**src/rtl/lc3b_mem_arbiter.sv**
```systemverilog
// Two-port (ifetch + data) to single physical memory port arbiter for the lc3b core.
// Holds one captured request at a time; the response is routed back to the granted requester.
module lc3b_mem_arbiter #(
  parameter bit DATA_FIRST = 1'b1
) (
  input  logic        clk,
  input  logic        reset_n,
  input  logic        ifetch_read,
  input  logic [15:0] ifetch_address,
  output logic [15:0] ifetch_rdata,
  output logic        ifetch_resp,
  input  logic        mem_read,
  input  logic        mem_write,
  input  logic [15:0] mem_address,
  input  logic [15:0] mem_wdata,
  input  logic [1:0]  mem_byte_enable,
  output logic [15:0] mem_rdata,
  output logic        mem_resp,
  output logic        pmem_read,
  output logic        pmem_write,
  output logic [15:0] pmem_address,
  output logic [15:0] pmem_wdata,
  output logic [1:0]  pmem_byte_enable,
  input  logic [15:0] pmem_rdata,
  input  logic        pmem_resp,
  output logic [1:0]  dbg_state
);

  // Handshake: a requester holds its request until its resp pulse; pmem strobes are
  // held until pmem_resp, and resp is forwarded combinationally in that same cycle.
  typedef enum logic [1:0] {
    IDLE       = 2'd0,
    GRANT_IF   = 2'd1,
    GRANT_DATA = 2'd2
  } state_t;

  state_t      state_q, state_d;
  logic        grant_if, grant_data;
  logic        if_req, d_req;
  logic        alt_pending_q, alt_to_data_q;
  logic [15:0] cap_addr_q, cap_wdata_q;
  logic [1:0]  cap_be_q;
  logic        cap_write_q;

  assign if_req    = ifetch_read;
  assign d_req     = mem_read | mem_write;
  assign dbg_state = state_q;

  always_comb begin
    state_d    = state_q;
    grant_if   = 1'b0;
    grant_data = 1'b0;
    case (state_q)
      IDLE: begin
        if (if_req && d_req) begin
          // Under contention the port owed a turn wins; otherwise the static priority.
          if (alt_pending_q) begin
            grant_data = alt_to_data_q;
            grant_if   = ~alt_to_data_q;
          end else begin
            grant_data = DATA_FIRST;
            grant_if   = ~DATA_FIRST;
          end
        end else begin
          grant_if   = if_req;
          grant_data = d_req;
        end
        if (grant_if)   state_d = GRANT_IF;
        if (grant_data) state_d = GRANT_DATA;
      end
      GRANT_IF, GRANT_DATA: begin
        if (pmem_resp) state_d = IDLE;
      end
      default: state_d = IDLE;
    endcase
  end

  always_ff @(posedge clk or negedge reset_n) begin
    if (!reset_n) begin
      state_q       <= IDLE;
      alt_pending_q <= 1'b0;
      alt_to_data_q <= 1'b0;
      cap_addr_q    <= 16'h0000;
      cap_wdata_q   <= 16'h0000;
      cap_be_q      <= 2'b00;
      cap_write_q   <= 1'b0;
    end else begin
      state_q <= state_d;
      if (grant_if) begin
        cap_addr_q  <= ifetch_address;
        cap_wdata_q <= 16'h0000;
        cap_be_q    <= 2'b11;
        cap_write_q <= 1'b0;
      end
      if (grant_data) begin
        cap_addr_q  <= mem_address;
        cap_wdata_q <= mem_wdata;
        cap_be_q    <= mem_byte_enable;
        cap_write_q <= mem_write;
      end
      // A new contention re-arms the owed turn; granting the owed port settles it.
      if (grant_if && d_req) begin
        alt_pending_q <= 1'b1;
        alt_to_data_q <= 1'b1;
      end else if (grant_data && if_req) begin
        alt_pending_q <= 1'b1;
        alt_to_data_q <= 1'b0;
      end else if (alt_pending_q && (grant_if || grant_data) &&
                   (grant_data == alt_to_data_q)) begin
        alt_pending_q <= 1'b0;
      end
    end
  end

  assign pmem_read        = (state_q == GRANT_IF) || ((state_q == GRANT_DATA) && !cap_write_q);
  assign pmem_write       = (state_q == GRANT_DATA) && cap_write_q;
  assign pmem_address     = cap_addr_q;
  assign pmem_wdata       = cap_wdata_q;
  assign pmem_byte_enable = cap_be_q;

  assign ifetch_resp  = (state_q == GRANT_IF) && pmem_resp;
  assign ifetch_rdata = (state_q == GRANT_IF) ? pmem_rdata : 16'h0000;
  assign mem_resp     = (state_q == GRANT_DATA) && pmem_resp;
  assign mem_rdata    = (state_q == GRANT_DATA) ? pmem_rdata : 16'h0000;

endmodule

```
**config.mk**
```make
export PLATFORM = sky130hd
export DESIGN_NAME = lc3b_mem_arbiter
export DESIGN_NICKNAME = d
export VERILOG_FILES = /design/src/rtl/lc3b_mem_arbiter.sv
export SDC_FILE = /design/constraint.sdc
export NUM_CORES = 1
export LEC_CHECK = 0
export ABC_CLOCK_PERIOD_IN_PS = 1500
export BUFFER_PORTS_ARGS = -buffer_cell sky130_fd_sc_hd__buf_2
export CORE_AREA = 2 2 71 87
export DETAILED_ROUTE_END_ITERATION = 8
export DIE_AREA = 0 0 73 89
export GPL_TIMING_DRIVEN = 0
export PLACE_DENSITY = 0.73
export SLEW_MARGIN = 10
export SYNTH_ARGS = -nofsm -noshare
export SYNTH_HDL_FRONTEND = slang
export SYNTH_SLANG_ARGS = --single-unit
```
**constraint.sdc**
```tcl
create_clock -name clk -period 1.5 [get_ports clk]
set_input_delay 0 -clock clk [delete_from_list [all_inputs] [get_ports clk]]
set_output_delay 0 -clock clk [all_outputs]
set_load 0.02 [all_outputs]
```
**Word level (Yosys, flattened, before mapping)**

Index checks and enable logic that the tools add are counted.

- Register bits: 39
- Input port bits: 72
- Output and inout port bits: 72
- Logic and storage cells: 59

- Equal/unequal tests: 5
- Multiplexer cells: 27
- Bitwise gates (word level): 2
- Reductions and logical operators: 18

Operators by type and width:

| cell | count |
|---|---|
| two-way mux 16 bit | 6 |
| two-way mux 1 bit | 15 |
| two-way mux 2 bit | 5 |
| logical AND 1 bit | 9 |
| case mux 2 bit (2 select lines) | 1 |
| nonzero test 2 bit | 2 |
| != test 3 bit, second input constant | 1 |
| nonzero test 3 bit | 1 |
| == test 2 x 1 -> 1 bit, second input constant | 1 |
| == test 2 bit, second input constant | 1 |
| zero test 2 bit | 1 |
| logical OR 1 bit | 2 |
| != test 2 bit, second input constant | 1 |
| AND reduction 2 bit | 1 |
| OR reduction 2 bit | 1 |
| == test 1 bit | 1 |
| zero test 1 bit | 1 |
| NOT 1 bit | 1 |
| bitwise OR 1 bit | 1 |

**Logic depth before layout (Yosys ltp)**

- Depth in word-level cells: 11
- Gate-level depth with buffers: 7
- Depth with buffers taken out: 5

**Worst setup path after synthesis**

OpenSTA, ideal clock, no wires.

- Kind: register to register
- From: reg state_q[0], in the netlist dbg_state[0]
- To: reg cap_wdata_q[10], in the netlist pmem_wdata[10]
- Setup time: 0.121 ns
- Arrival: 1.548 ns
- Data required time: 1.379 ns
- Setup slack: -0.169 ns
- Cell stages (with the launch flop): 8
- Buffers on the path: 2
- Clock period less this slack: 1.669 ns
- Path through: dfrtp_1 inv_1 ha_1 o21a_1 and2_4 buf_6 buf_6 a22o_1

- Word-level cells in the longest chain between the ends: 3
- Elaborated cells between the ends (all ways): 5
- Those cells by class: mux: 3; reduce/logical: 2

Ends and longest elaborated chain:

| element | RTL line | RTL |
|---|---|---|
| start, declared | 37 | `state_t state_q, state_d;` |
| start signal, assigned | 88 | `state_q <= state_d;` |
| zero test 2 bit (*) | 53 | `case (state_q)` |
| two-way mux 1 bit | 53 |  |
| two-way mux 16 bit / nonzero test 2 bit (equally long branches) | - |  |
| end signal, assigned | 97 | `cap_wdata_q <= mem_wdata;` |
| end, declared | 41 | `logic [15:0] cap_addr_q, cap_wdata_q;` |

Mark *: on every way between the ends. The rest lies on a longest branch, timed or not.
A chain may end at the register's enable or synchronous reset.

**Worst setup path after layout**

- From: reg state_q[1], in the netlist dbg_state[1]
- To: out mem_rdata[13]

- Word-level cells in the longest chain between the ends: 2

Ends and longest elaborated chain:

| element | RTL line | RTL |
|---|---|---|
| == test 2 bit | 124 | `assign mem_rdata = (state_q == GRANT_DATA) ? pmem_rdata : 16'h0000;` |
| two-way mux 16 bit | 124 |  |
| end, declared | 17 | `output logic [15:0] mem_rdata,` |

Every way passes these cells.

==> flow_summary.ini <==
[status]
outcome = finished with violations
violations = negative setup slack

[power]
max-vdd-ir-drop_uv = 969.8
p_per_area_nw_per_um2 = 2052
power.leakage_nw = 1.808

[worst_setup_path]
cp.required_ps = 1500
critPathArrivalTime_ps = 1500
endpoint_kind = output port
reg2regPathDepth = 7
start_kind = register
r2r_setup_slack_ps = -3
crit_type = reg2out
critical_path_peak_fanout = 10

[drt]
drc = 0
viasPerCell = 4.996
ant_nets = 0
wl_per_cell_um = 14.98
wl_mm = 6.698
firstDrtPassIters = 4
vias = 2233
drt_iter0_markers = 55

[timing]
fmax_ghz = 0.6655
rsz0062_at_grt = true
fin_skew_ps = 5.407
tns_ps = -2.815
tightest_slew_ps = 856.5
fin_ws_ps = -2.698
slew_headroom_pct = 42.90
setup_violations = 2
finalCritPeriodShare_pct = 100.2
hold_violations = 0
whs_ps = 6.983
period_minus_slack_ps = 1503
report.final.slew_viol_count = 0

[floorplan]
ioPinCount = 144
chipWidth_um = 73
start_util_pct = 36.69
chipHeight_um = 89
dieArea_um2 = 6497
core_area_um2 = 5593
row_count = 30

[global_routing]
track_usage_pct = 19.71
grt_pass1_vias = 2199
grt_antenna_before_repair = 0
grt_pass1_wl_mm = 10.04
grt_max_degree = 40
overflow = 0

[clocking]
cts_buffers = 5
clockRootBuffer = clkbuf_8
clk_pin_slew_worst_paths_ps = 80
cts_num_sinks = 39
cts_htree_levels = 2
cts.path.max_buffers = 2
worstSkewPairLatency_ps = 280
cts_tree = done

[logic_synthesis]
synth_edf_count = 0
synth-compound-area-share_pct = 22.13
ys_warn_count = 0
ys_seq_elements = 39
synth-main-ff-cell = dfrtp_1
synth_area_um2 = 2052
syn_avg_cell_area_um2 = 10.06
yosys.area_share.simple_pct = 21.95
synthDistinctLibCells = 26
synth_cells = 204
synth_mux_area_share_pct = 0.5488
async_flop_share_pct = 100.0
synth_nets = 279
synth_xor_area_share_pct = 0
synth_top_family_by_area = compound AO/OA/AOI/OAI gates
synth_fa_ha_area_share_pct = 1.829
seq_area_frac_synth_pct = 47.56

[layout]
final_common_cell = buf_2
nets = 457
area_delta_synth_final_pct = 66.77
instances_no_fill = 447
drive_gt1_share_pct = 52.48
insertedDiodeCount = 0
fillerInstances = 458
fin_area_um2 = 3422
multi_input_area_um2 = 1051
final_cell_mix = buf_2 (144), dfrtp_1 (37), and2_1 (35)
ff_latch_area_um2 = 978.4

[placement]
port_buffers = 141
dp_cells = 409
hpwlAfterDp_mm = 4.579
post_dp_cell_area_um2 = 2855
gp_congestion = 0.7665
dpl_worst_slack_ps = -108.0

[hold_path]
worstHoldPathCells = 3
min_path_type = in2reg

[job]
maxCapViolCount = 0
[sequential cells by signal, indices dropped and copies added (netlist names)]
| name | cells |
|---|---|
| alt_to_data_q | 1 |
| pmem_address | 16 |
| dbg_state | 2 |
| pmem_byte_enable | 2 |
| pmem_wdata | 16 |
| cap_write_q | 1 |
| alt_pending_q | 1 |
[layer usage]
metal | GRT usage, % | up-vias | routed length (um)
met1 | 22.22 | 1068 | 2719
met3 | 4.622 | 7 | 362
li1 | - | 1082 | -
met5 | 0 | - | 0
met2 | 37.10 | 76 | 3561
met4 | 4.714 | 0 | 54
[repair_timing]
item                       4_1_cts  5_1_grt
buffers inserted                 7        5
hold endpoints to repair        57        0
resized for setup               12       22
cloned                           0        1
hold buffers                    19        0
pin swaps                       10       19
setup endpoints to repair       40       44
[synthesized netlist by cell type, types with 3 or more instances]
| master | n | share of area (%) |
|---|---|---|
| a22o_1 | 20 | 8.5 |
| inv_1 | 3 | 0.55 |
| and2_1 | 35 | 11 |
| nand2_1 | 18 | 3.3 |
| buf_2 | 8 | 2.0 |
| nor2b_1 | 3 | 0.91 |
| buf_6 | 4 | 2.2 |
| o31ai_1 | 16 | 5.9 |
| a21oi_1 | 16 | 3.9 |
| clkbuf_1 | 3 | 0.55 |
| ha_1 | 3 | 1.8 |
| nor3_1 | 17 | 4.1 |
| dfrtp_1 | 39 | 48 |
[critical path, stage by stage, from the launching register on]
cell and delay, ps:
dfrtp_2 430, buf_4 160, ha_4 170, clkbuf_8 150, and2_1 150, buf_4 150
[area by class of cell]
type	count	share of cell area, %
buffer	15	3.583
clock buffer	6	2.121
clock inverter	2	1.755
inverter	3	0.4753
multi-input combinational	145	30.71
sequential	39	28.59
tap	64	2.340
timing repair buffer	173	30.42
[stage by stage]
stage               power (mW)  utilization, %
floorplan                4.249               -
global placement         5.346           51.05
detailed placement       5.426           51.05
CTS                      6.745           58.75
global route             7.464           61.19
finish                   7.021           61.19
[power by group]
group          leakage, nW  switching (mW)  internal [mW]  total (mW)
clock network       0.0654           0.357          0.665        1.02
registers            0.480           0.293           1.54        1.83
logic                 1.26            2.34           1.83        4.16
[path summary, 6_finish.rpt]
path	to	from
worst min-delay path	pmem_address[8]	ifetch_address[8]
worst max-delay path	mem_rdata[13]	dbg_state[1]
max in group asynchronous	dbg_state[1]	reset_n
min in group asynchronous	pmem_wdata[3]	reset_n
worst max register to register	alt_to_data_q	dbg_state[0]
worst min register to register	pmem_address[1]	pmem_address[1]
[kinds of logic (layout without fill, tap and decap cells)]
logic type / after synthesis / in the layout
flops: 39 / 39
buf+inv: 20 / 199
mux: 1 / 1
compound gates: 61 / 61
simple gates: 80 / 80
fa+ha+maj: 3 / 3
(Power assumes the default switching activity.)
